===== config.mk =====
export PLATFORM = sky130hd
export DESIGN_NAME = l4_mac_seq_ctrl
export DESIGN_NICKNAME = d
export VERILOG_FILES = /design/src/rtl/l4_mac_seq_ctrl_pkg.sv /design/src/rtl/l4_mac_seq_ctrl_step_timer.sv /design/src/rtl/l4_mac_seq_ctrl.sv
export SDC_FILE = /design/constraint.sdc
export NUM_CORES = 1
export LEC_CHECK = 0
export BUFFER_PORTS_ARGS = -buffer_cell sky130_fd_sc_hd__buf_2
export CORE_MARGIN = 5
export CORE_UTILIZATION = 50
export CTS_CLUSTER_SIZE = 10
export DETAILED_ROUTE_END_ITERATION = 6
export PLACE_DENSITY = 0.85
export RECOVER_POWER = 50
export SLEW_MARGIN = 20
export SYNTH_ARGS = -nofsm -noshare
export SYNTH_HDL_FRONTEND = slang
export SYNTH_SLANG_ARGS = --single-unit

===== constraint.sdc =====
create_clock -name clk -period 2.3 [get_ports clk]
set_input_delay 0.23 -clock clk [delete_from_list [all_inputs] [get_ports clk]]
set_output_delay 0.23 -clock clk [all_outputs]
set_load 0.1 [all_outputs]

===== src/rtl/l4_mac_seq_ctrl_pkg.sv =====
// Shared types and precision helpers for the L4 MAC job sequencer.
package l4_mac_seq_ctrl_pkg;

    typedef enum logic [2:0] {
        S_IDLE,
        S_START,
        S_RUN,
        S_HOLD,
        S_DRAIN,
        S_OUT
    } state_t;

    localparam logic [3:0] P88 = 4'b0000;
    localparam logic [3:0] P84 = 4'b0010;
    localparam logic [3:0] P82 = 4'b0011;
    localparam logic [3:0] P44 = 4'b1010;
    localparam logic [3:0] P22 = 4'b1111;

    localparam int unsigned STEP_W = 5;

    function automatic logic prec_legal(input logic [3:0] prec);
        case (prec)
            P88, P84, P82, P44, P22: return 1'b1;
            default:                 return 1'b0;
        endcase
    endfunction

    function automatic logic [STEP_W-1:0] step_cycles(input logic [3:0] prec, input logic serial);
        logic [STEP_W-1:0] s;
        s = 5'd1;
        if (serial) begin
            case (prec)
                P88:      s = 5'd16;
                P84:      s = 5'd8;
                P82, P44: s = 5'd4;
                default:  s = 5'd1;
            endcase
        end
        return s;
    endfunction

endpackage


===== src/rtl/l4_mac_seq_ctrl_step_timer.sv =====
// Loadable down-counter timing the HOLD cycles of one bit-serial step.
module mac_step_timer #(
    parameter int unsigned W = 5
) (
    input  logic         clk,
    input  logic         rst,
    input  logic         load,
    input  logic [W-1:0] load_val,
    input  logic         en,
    output logic         done
);

    logic [W-1:0] count;

    always_ff @(posedge clk) begin
        if (rst) begin
            count <= '0;
        end else if (load) begin
            count <= load_val;
        end else if (en && count != '0) begin
            count <= count - W'(1);
        end
    end

    // Asserted on the cycle whose decrement brings the count to zero.
    assign done = (count == W'(1));

endmodule


===== src/rtl/l4_mac_seq_ctrl.sv =====
// Job sequencer for one output-stationary L4 MAC tile: operand pulls, step timing, result handshake.
module l4_mac_seq_ctrl
    import l4_mac_seq_ctrl_pkg::*;
#(
    parameter int unsigned KW     = 10,
    parameter bit          SERIAL = 1'b0
) (
    input  logic          clk,
    input  logic          rst,
    input  logic          cfg_valid,
    output logic          cfg_ready,
    input  logic [3:0]    cfg_prec,
    input  logic [KW-1:0] cfg_k,
    output logic          cfg_err,
    output logic          op_req,
    input  logic          op_ack,
    output logic          mac_rst,
    output logic [3:0]    mac_prec,
    output logic          mac_accum_en,
    output logic          mac_gate,
    output logic          out_valid,
    input  logic          out_ready,
    input  logic          abort,
    output logic          busy
);

    state_t              state, state_nxt;
    logic [3:0]          prec_q;
    logic [KW-1:0]       remaining;
    logic                first;
    logic                hold_accum;
    logic                tile_clr;
    logic                err_q;
    logic [STEP_W-1:0]   step_len;
    logic                cfg_ok;
    logic                ack_run;
    logic                step_done;

    assign step_len = step_cycles(prec_q, SERIAL);
    assign cfg_ok   = cfg_valid && (cfg_k != '0) && prec_legal(cfg_prec);
    assign ack_run  = (state == S_RUN) && op_ack && !abort;

    mac_step_timer #(.W(STEP_W)) u_timer (
        .clk      (clk),
        .rst      (rst),
        .load     (ack_run),
        .load_val (step_len - STEP_W'(1)),
        .en       (state == S_HOLD),
        .done     (step_done)
    );

    // tile_clr keeps the post-reset IDLE cycle distinct so the tile is cleared once after rst.
    always_ff @(posedge clk) begin
        if (rst) begin
            state      <= S_IDLE;
            prec_q     <= '0;
            remaining  <= '0;
            first      <= 1'b0;
            hold_accum <= 1'b0;
            tile_clr   <= 1'b1;
            err_q      <= 1'b0;
        end else begin
            state    <= state_nxt;
            tile_clr <= 1'b0;
            err_q    <= (state == S_IDLE) && cfg_valid && !cfg_ok;
            if (state == S_IDLE && cfg_ok) begin
                prec_q    <= cfg_prec;
                remaining <= cfg_k;
                first     <= 1'b1;
            end
            if (ack_run) begin
                first      <= 1'b0;
                hold_accum <= ~first;
                remaining  <= remaining - KW'(1);
            end
        end
    end

    always_comb begin
        state_nxt = state;
        if (abort && state != S_IDLE) begin
            state_nxt = S_IDLE;
        end else begin
            case (state)
                S_IDLE:  if (cfg_ok) state_nxt = S_START;
                S_START: state_nxt = S_RUN;
                S_RUN: begin
                    if (op_ack) begin
                        if (step_len != STEP_W'(1))    state_nxt = S_HOLD;
                        else if (remaining == KW'(1))  state_nxt = S_DRAIN;
                    end
                end
                S_HOLD:  if (step_done) state_nxt = (remaining == '0) ? S_DRAIN : S_RUN;
                S_DRAIN: state_nxt = S_OUT;
                S_OUT:   if (out_ready) state_nxt = S_IDLE;
                default: state_nxt = S_IDLE;
            endcase
        end
    end

    always_comb begin
        cfg_ready    = 1'b0;
        op_req       = 1'b0;
        mac_rst      = 1'b0;
        mac_accum_en = 1'b1;
        mac_gate     = 1'b1;
        out_valid    = 1'b0;
        case (state)
            S_IDLE: begin
                cfg_ready = 1'b1;
                if (tile_clr) begin
                    mac_rst      = 1'b1;
                    mac_accum_en = 1'b0;
                end
            end
            S_START: begin
                mac_rst      = 1'b1;
                mac_accum_en = 1'b0;
            end
            S_RUN: begin
                op_req       = 1'b1;
                mac_gate     = ~(op_ack && !abort);
                mac_accum_en = ~first;
            end
            S_HOLD: begin
                mac_gate     = 1'b0;
                mac_accum_en = hold_accum;
            end
            S_OUT:   out_valid = 1'b1;
            default: ;
        endcase
    end

    assign cfg_err  = err_q;
    assign mac_prec = prec_q;
    assign busy     = (state != S_IDLE);

endmodule


Yosys cells after proc, flatten, opt, wreduce, memory -nomap -nowiden
Cells that the tools add are included.
{"block": "totals", "reg_bits": 26, "latchBits": 0, "ram_bits": 0, "mem_bits_ro": 0, "in_bits": 20, "out_inout_bits": 12, "word_cells": 70, "mem_count": 0}
{"block": "classes", "addsub": 2, "mul": 0, "n_div": 0, "order_cmp": 0, "eq_ne": 16, "shifts": 0, "n_mux": 19, "bitwise_logic": 2, "reduce_logical": 23}
{"op": "$mux 10", "count": 2}
{"op": "$mux 3", "count": 6}
{"op": "$pmux 3 s6", "count": 1}
{"op": "$eq 10x1->1 const B", "count": 1}
{"op": "$logic_and 1x1->1", "count": 10}
{"op": "$logic_not 10->1", "count": 1}
{"op": "$reduce_bool 10->1", "count": 1}
{"op": "$sub 10x1->10 const B", "count": 1}
{"op": "$eq 4x2->1 const B", "count": 2}
{"op": "$eq 4x4->1 const B", "count": 2}
{"op": "$ne 2x2->1 const B", "count": 4}
{"op": "$mux 1", "count": 7}
{"op": "$eq 3x2->1 const B", "count": 2}
{"op": "$eq 3x3->1 const B", "count": 2}
{"op": "$eq 5x1->1 const B", "count": 1}
{"op": "$reduce_and 5->1", "count": 1}
{"op": "$reduce_bool 5->1", "count": 1}
{"op": "$reduce_or 5->1", "count": 1}
{"op": "$sub 5x1->5 const B", "count": 1}
{"op": "$logic_not 4->1", "count": 1}
{"op": "$pmux 1 s2", "count": 2}
{"op": "$pmux 1 s4", "count": 1}
{"op": "$reduce_or 2->1", "count": 2}
{"op": "$eq 3x1->1 const B", "count": 1}
{"op": "other kinds (6)", "count": 8}

Logic depth before layout (Yosys ltp)
{"block": "depth", "ltp_word": 7, "mapped_depth": 7, "ltp_nobuf": 7}

By module
A second synthesis with hierarchy kept.
{"block": "hier_totals", "hier_cells": 184, "area_unflattened_um2": 1503.9}
{"module": "l4_mac_seq_ctrl", "n_inst": 1, "cells_per_inst": 144, "area_per_inst_um2": 1171.1, "seq_area_each_um2": 420.4}
{"module": "mac_step_timer", "n_inst": 1, "cells_per_inst": 40, "area_per_inst_um2": 332.8, "seq_area_each_um2": 100.1}

Worst setup path before layout
Ideal clock, no wire load.
{"block": "synth_timing", "path_type": "register to register", "startpoint": "register state[1]", "endpoint": "register state[2]", "setup_ps": 60, "arrival_ps": 3092, "t_required_ps": 2240, "setup_slack_ps": -852, "stages_incl_launch_ff": 6, "path_buffers": 1, "synth_period_minus_slack_ps": 3152, "cell_sequence": "dfxtp_1 buf_4 nor3_2 inv_1 a21oi_1 and3_1"}
{"block": "synth_via", "elab_chain_cells": 3, "elab_cells_between_ends": 16, "classes_between": "eq/ne (10); mux (1); reduce/logical (5)"}
{"element": "start: declaration", "line": "l4_mac_seq_ctrl.sv:27", "rtl": "state_t state, state_nxt;"}
{"element": "start signal: assignment", "line": "l4_mac_seq_ctrl.sv:63", "rtl": "state <= state_nxt;"}
{"element": "$reduce_bool 3->1"}
{"element": "via busy", "line": "l4_mac_seq_ctrl.sv:24", "rtl": "output logic busy"}
{"element": "$logic_and 1x1->1", "line": "l4_mac_seq_ctrl.sv:81", "rtl": "if (abort && state != S_IDLE) begin"}
{"element": "$reduce_or 2->1 (no source line)"}
The timed path passes the listed nets, and every way through them passes these cells.
A chain may end at the register's enable or synchronous reset.

Worst setup path after layout
{"block": "layout_timing", "startpoint": "register state[2]", "endpoint": "output mac_gate"}
{"block": "layout_via", "elab_chain_cells": 2, "elab_cells_between_ends": 3, "classes_between": "eq/ne (2); mux (1)"}
{"element": "$eq 3x2->1", "line": "l4_mac_seq_ctrl.sv:108", "rtl": "case (state)"}
{"element": "$pmux 1 s2 (*)", "line": "l4_mac_seq_ctrl.sv:108"}
{"element": "end: declaration", "line": "l4_mac_seq_ctrl.sv:20", "rtl": "output logic mac_gate,"}
Every way passes the cells marked *; elsewhere a longest branch is shown, timed or not.

==> metrics.md <==
| Metric | Value |
|---|---|
| Max FO, Critical Path | `8` |
| Number of flops mapped to enable cells by yosys | `0` |
| Post-CTS Hold Buffers | `0` |
| Status | `finished clean` |
| Setup Skew | `2.58 ps` |
| R2r setup slk | `270 ps` |
| Max_cap viols | `0` |
| Most frequent cells in the layout | `dfxtp_1 (26), buf_2 (25), nand2_1 (18)` |
| Core area | `2760 um^2` |
| CTS Sinks | `26` |
| Clock Latency Late Sink | `330 ps` |
| Setup Buffers After CTS | `0` |
| Number of CTS-inserted buffers | `3` |
| Async SR Flop Fraction | `0%` |
| Hold Path Class | `in -> reg` |
| Total chip power | `1.04 mW` |
| Power per cell area | `615 nW/um^2` |
| Yosys warning count | `0` |
| Vias | `1421` |
| CP Launch Type | `flop` |
| H-tree levels | `1` |
| Post-DRT Antenna Nets | `0` |
| Die footprint | `4040 um^2` |
| DR WL/cell | `13.9 um` |
| DR vias/cell | `5.85` |
| Critical path class | `reg -> out` |
| Number of placed instances, taps included | `239` |
| Slew HR | `21.9%` |
| Final #Nets | `238` |
| WP data required | `2070 ps` |
| Largest net degree at the start of global routing | `27` |
| Netlist cell types | `44` |
| RePlAce Congestion | `0.880` |
| Fraction of layout cells with a size suffix above 1 | `20.8%` |
| Hold slack | `148 ps` |
| Vias in the first global route | `1290` |
| DRT Pass-1 Iters | `4` |
| DRC | `0` |
| Num ports | `32` |
| Min cycle time layout | `2080 ps` |
| Slew Viols, Final | `0` |
| PortBufs | `31` |
| Worst-path clk slew | `140 ps` |
| Syn Area/Cell | `7.97 um^2` |
| Post-Route WL | `3380 um` |
| Most common cell after layout, fill and taps aside | `dfxtp_1` |
| Sequential-to-total area share from yosys stat | `36.3%` |
| Cell Area, Synth | `1430 um^2` |
| Starting Density | `52.0%` |
| # setup viols final | `0` |
| TritonCTS clock tree | `yes` |
| RSZ-0062 raised after global routing | `false` |
| Clk buf depth | `2` |
| Die W | `63.6 um` |
| Global-route wire length before repair | `5630 um` |
| Root buf cell | `clkbuf_4` |
| Core Util, Final | `61.3%` |
| Total congestion overflow | `0` |
| Die Ht | `63.6 um` |
| Detailed Place HPWL | `2560 um` |
| Worst Path Arrival | `1850 ps` |
| Synthesized net count | `205` |
| Actual slew at the worst max-slew pin | `1180 ps` |
| Worst vdd ir | `0.517 mV` |
| Detailed Route Iter0 Violations | `98` |
| Area growth, synth to finish | `17.9%` |
| Gate Count Post-Synth | `180` |
| Fmax | `480 MHz` |
| Number of inserted diodes | `0` |
| #FFs+latches synth | `26` |
| Pleak | `0.667 nW` |
| Post-synth top flop | `dfxtp_1` |
| Crit. End Element | `output pin` |
| PostCTS Resize Cnt | `0` |
| Fin crit share | `90.6%` |
| Final hold vios | `0` |
| Initial antenna violation count | `0` |
| Aggregate global-route resource usage | `16.8%` |
| Rows | `19` |
| Post-Layout Cell Count | `243` |
-- where the power goes --
part / switching, mW / internal [mW]
Combinational: 0.168 / 0.0643
Clock: 0.142 / 0.176
Sequential: 0.0178 / 0.471
Total: 0.328 / 0.712
-- cell type report --
cell class,instances,area (um^2)
sequential,26,520
multi-input combinational,137,860
timing repair buffer,37,189
inverter,8,30.0
fill,264,1070
clock inverter,1,30.0
clock buffer,3,22.5
tap,31,38.8
-- registers in the layout (all words and copies together) (netlist names) --
signal	cells
remaining	10
tile_clr	1
hold_accum	1
first	1
mac_prec	4
state	3
cfg_err	1
u_timer.count	5
-- critical path, stage by stage (launching register included) --
cell and delay (ps):
dfxtp_1 540, nand2b_4 230, nor3_1 70, buf_4 160, a21oi_2 90, buf_2 430
-- path summary, 6_finish.rpt --
kind,startpoint,end,cells after the start
worst max-delay path,state[2],mac_gate,5
worst min-delay path,cfg_k[2],remaining[2],2
worst max register to register,state[2],remaining[9],5
worst min register to register,mac_prec[2],mac_prec[2],2
-- metal layers --
metal / up-vias / wire length [um] / track usage [%]
met4: 0 / 46 / 5.45
met5: - / 0 / 0
met3: 5 / 263 / 2.31
li1: 723 / - / -
met1: 641 / 1470 / 21.5
met2: 52 / 1590 / 28.6
-- logic make-up (layout without fill, tap and decap cells) --
kind of cell | after synthesis | after routing | synth area share [%]
AND/OR/NAND/NOR | 77 | 77 | 28.5
adder cells (fa/ha/maj) | 5 | 5 | 4.36
buffers and inverters | 17 | 49 | 5.06
XOR/XNOR | 4 | 4 | 2.44
flip-flops | 26 | 26 | 36.3
multiplexers | 1 | 1 | 0.785
AO/OA/AOI/OAI | 50 | 50 | 22.5
-- stage by stage --
step                      instance area, um^2  TNS, ps  setup slack, ps
after CTS                                1700        0              217
after global placement                   1650        0              353
after global routing                     1690        0              146
after floorplan                          1460     -359             -207
final                                    1690        0              215
after detailed placement                 1650        0              320
-- synth_stat cells (all sizes together), types with 2 or more instances --
cell type,n,share of area (%)
a2111oi,3,1.8
a211o,2,1.2
a211oi,4,2.1
a21oi,17,5.9
a31oi,9,3.9
buf,4,1.7
clkbuf,5,1.3
dfxtp,26,36
ha,5,4.4
inv,8,2.1
nand2,18,4.7
nand2b,3,1.8
nand3,7,2.4
nor2,15,3.9
nor3,15,5.6
nor4,4,2.2
o211a,2,1.4
o211ai,3,1.6
o21ai,6,2.1
or3,3,1.7
or4,3,1.8
xor2,3,1.8
No activity file was read; power rests on OpenSTA's default activity.
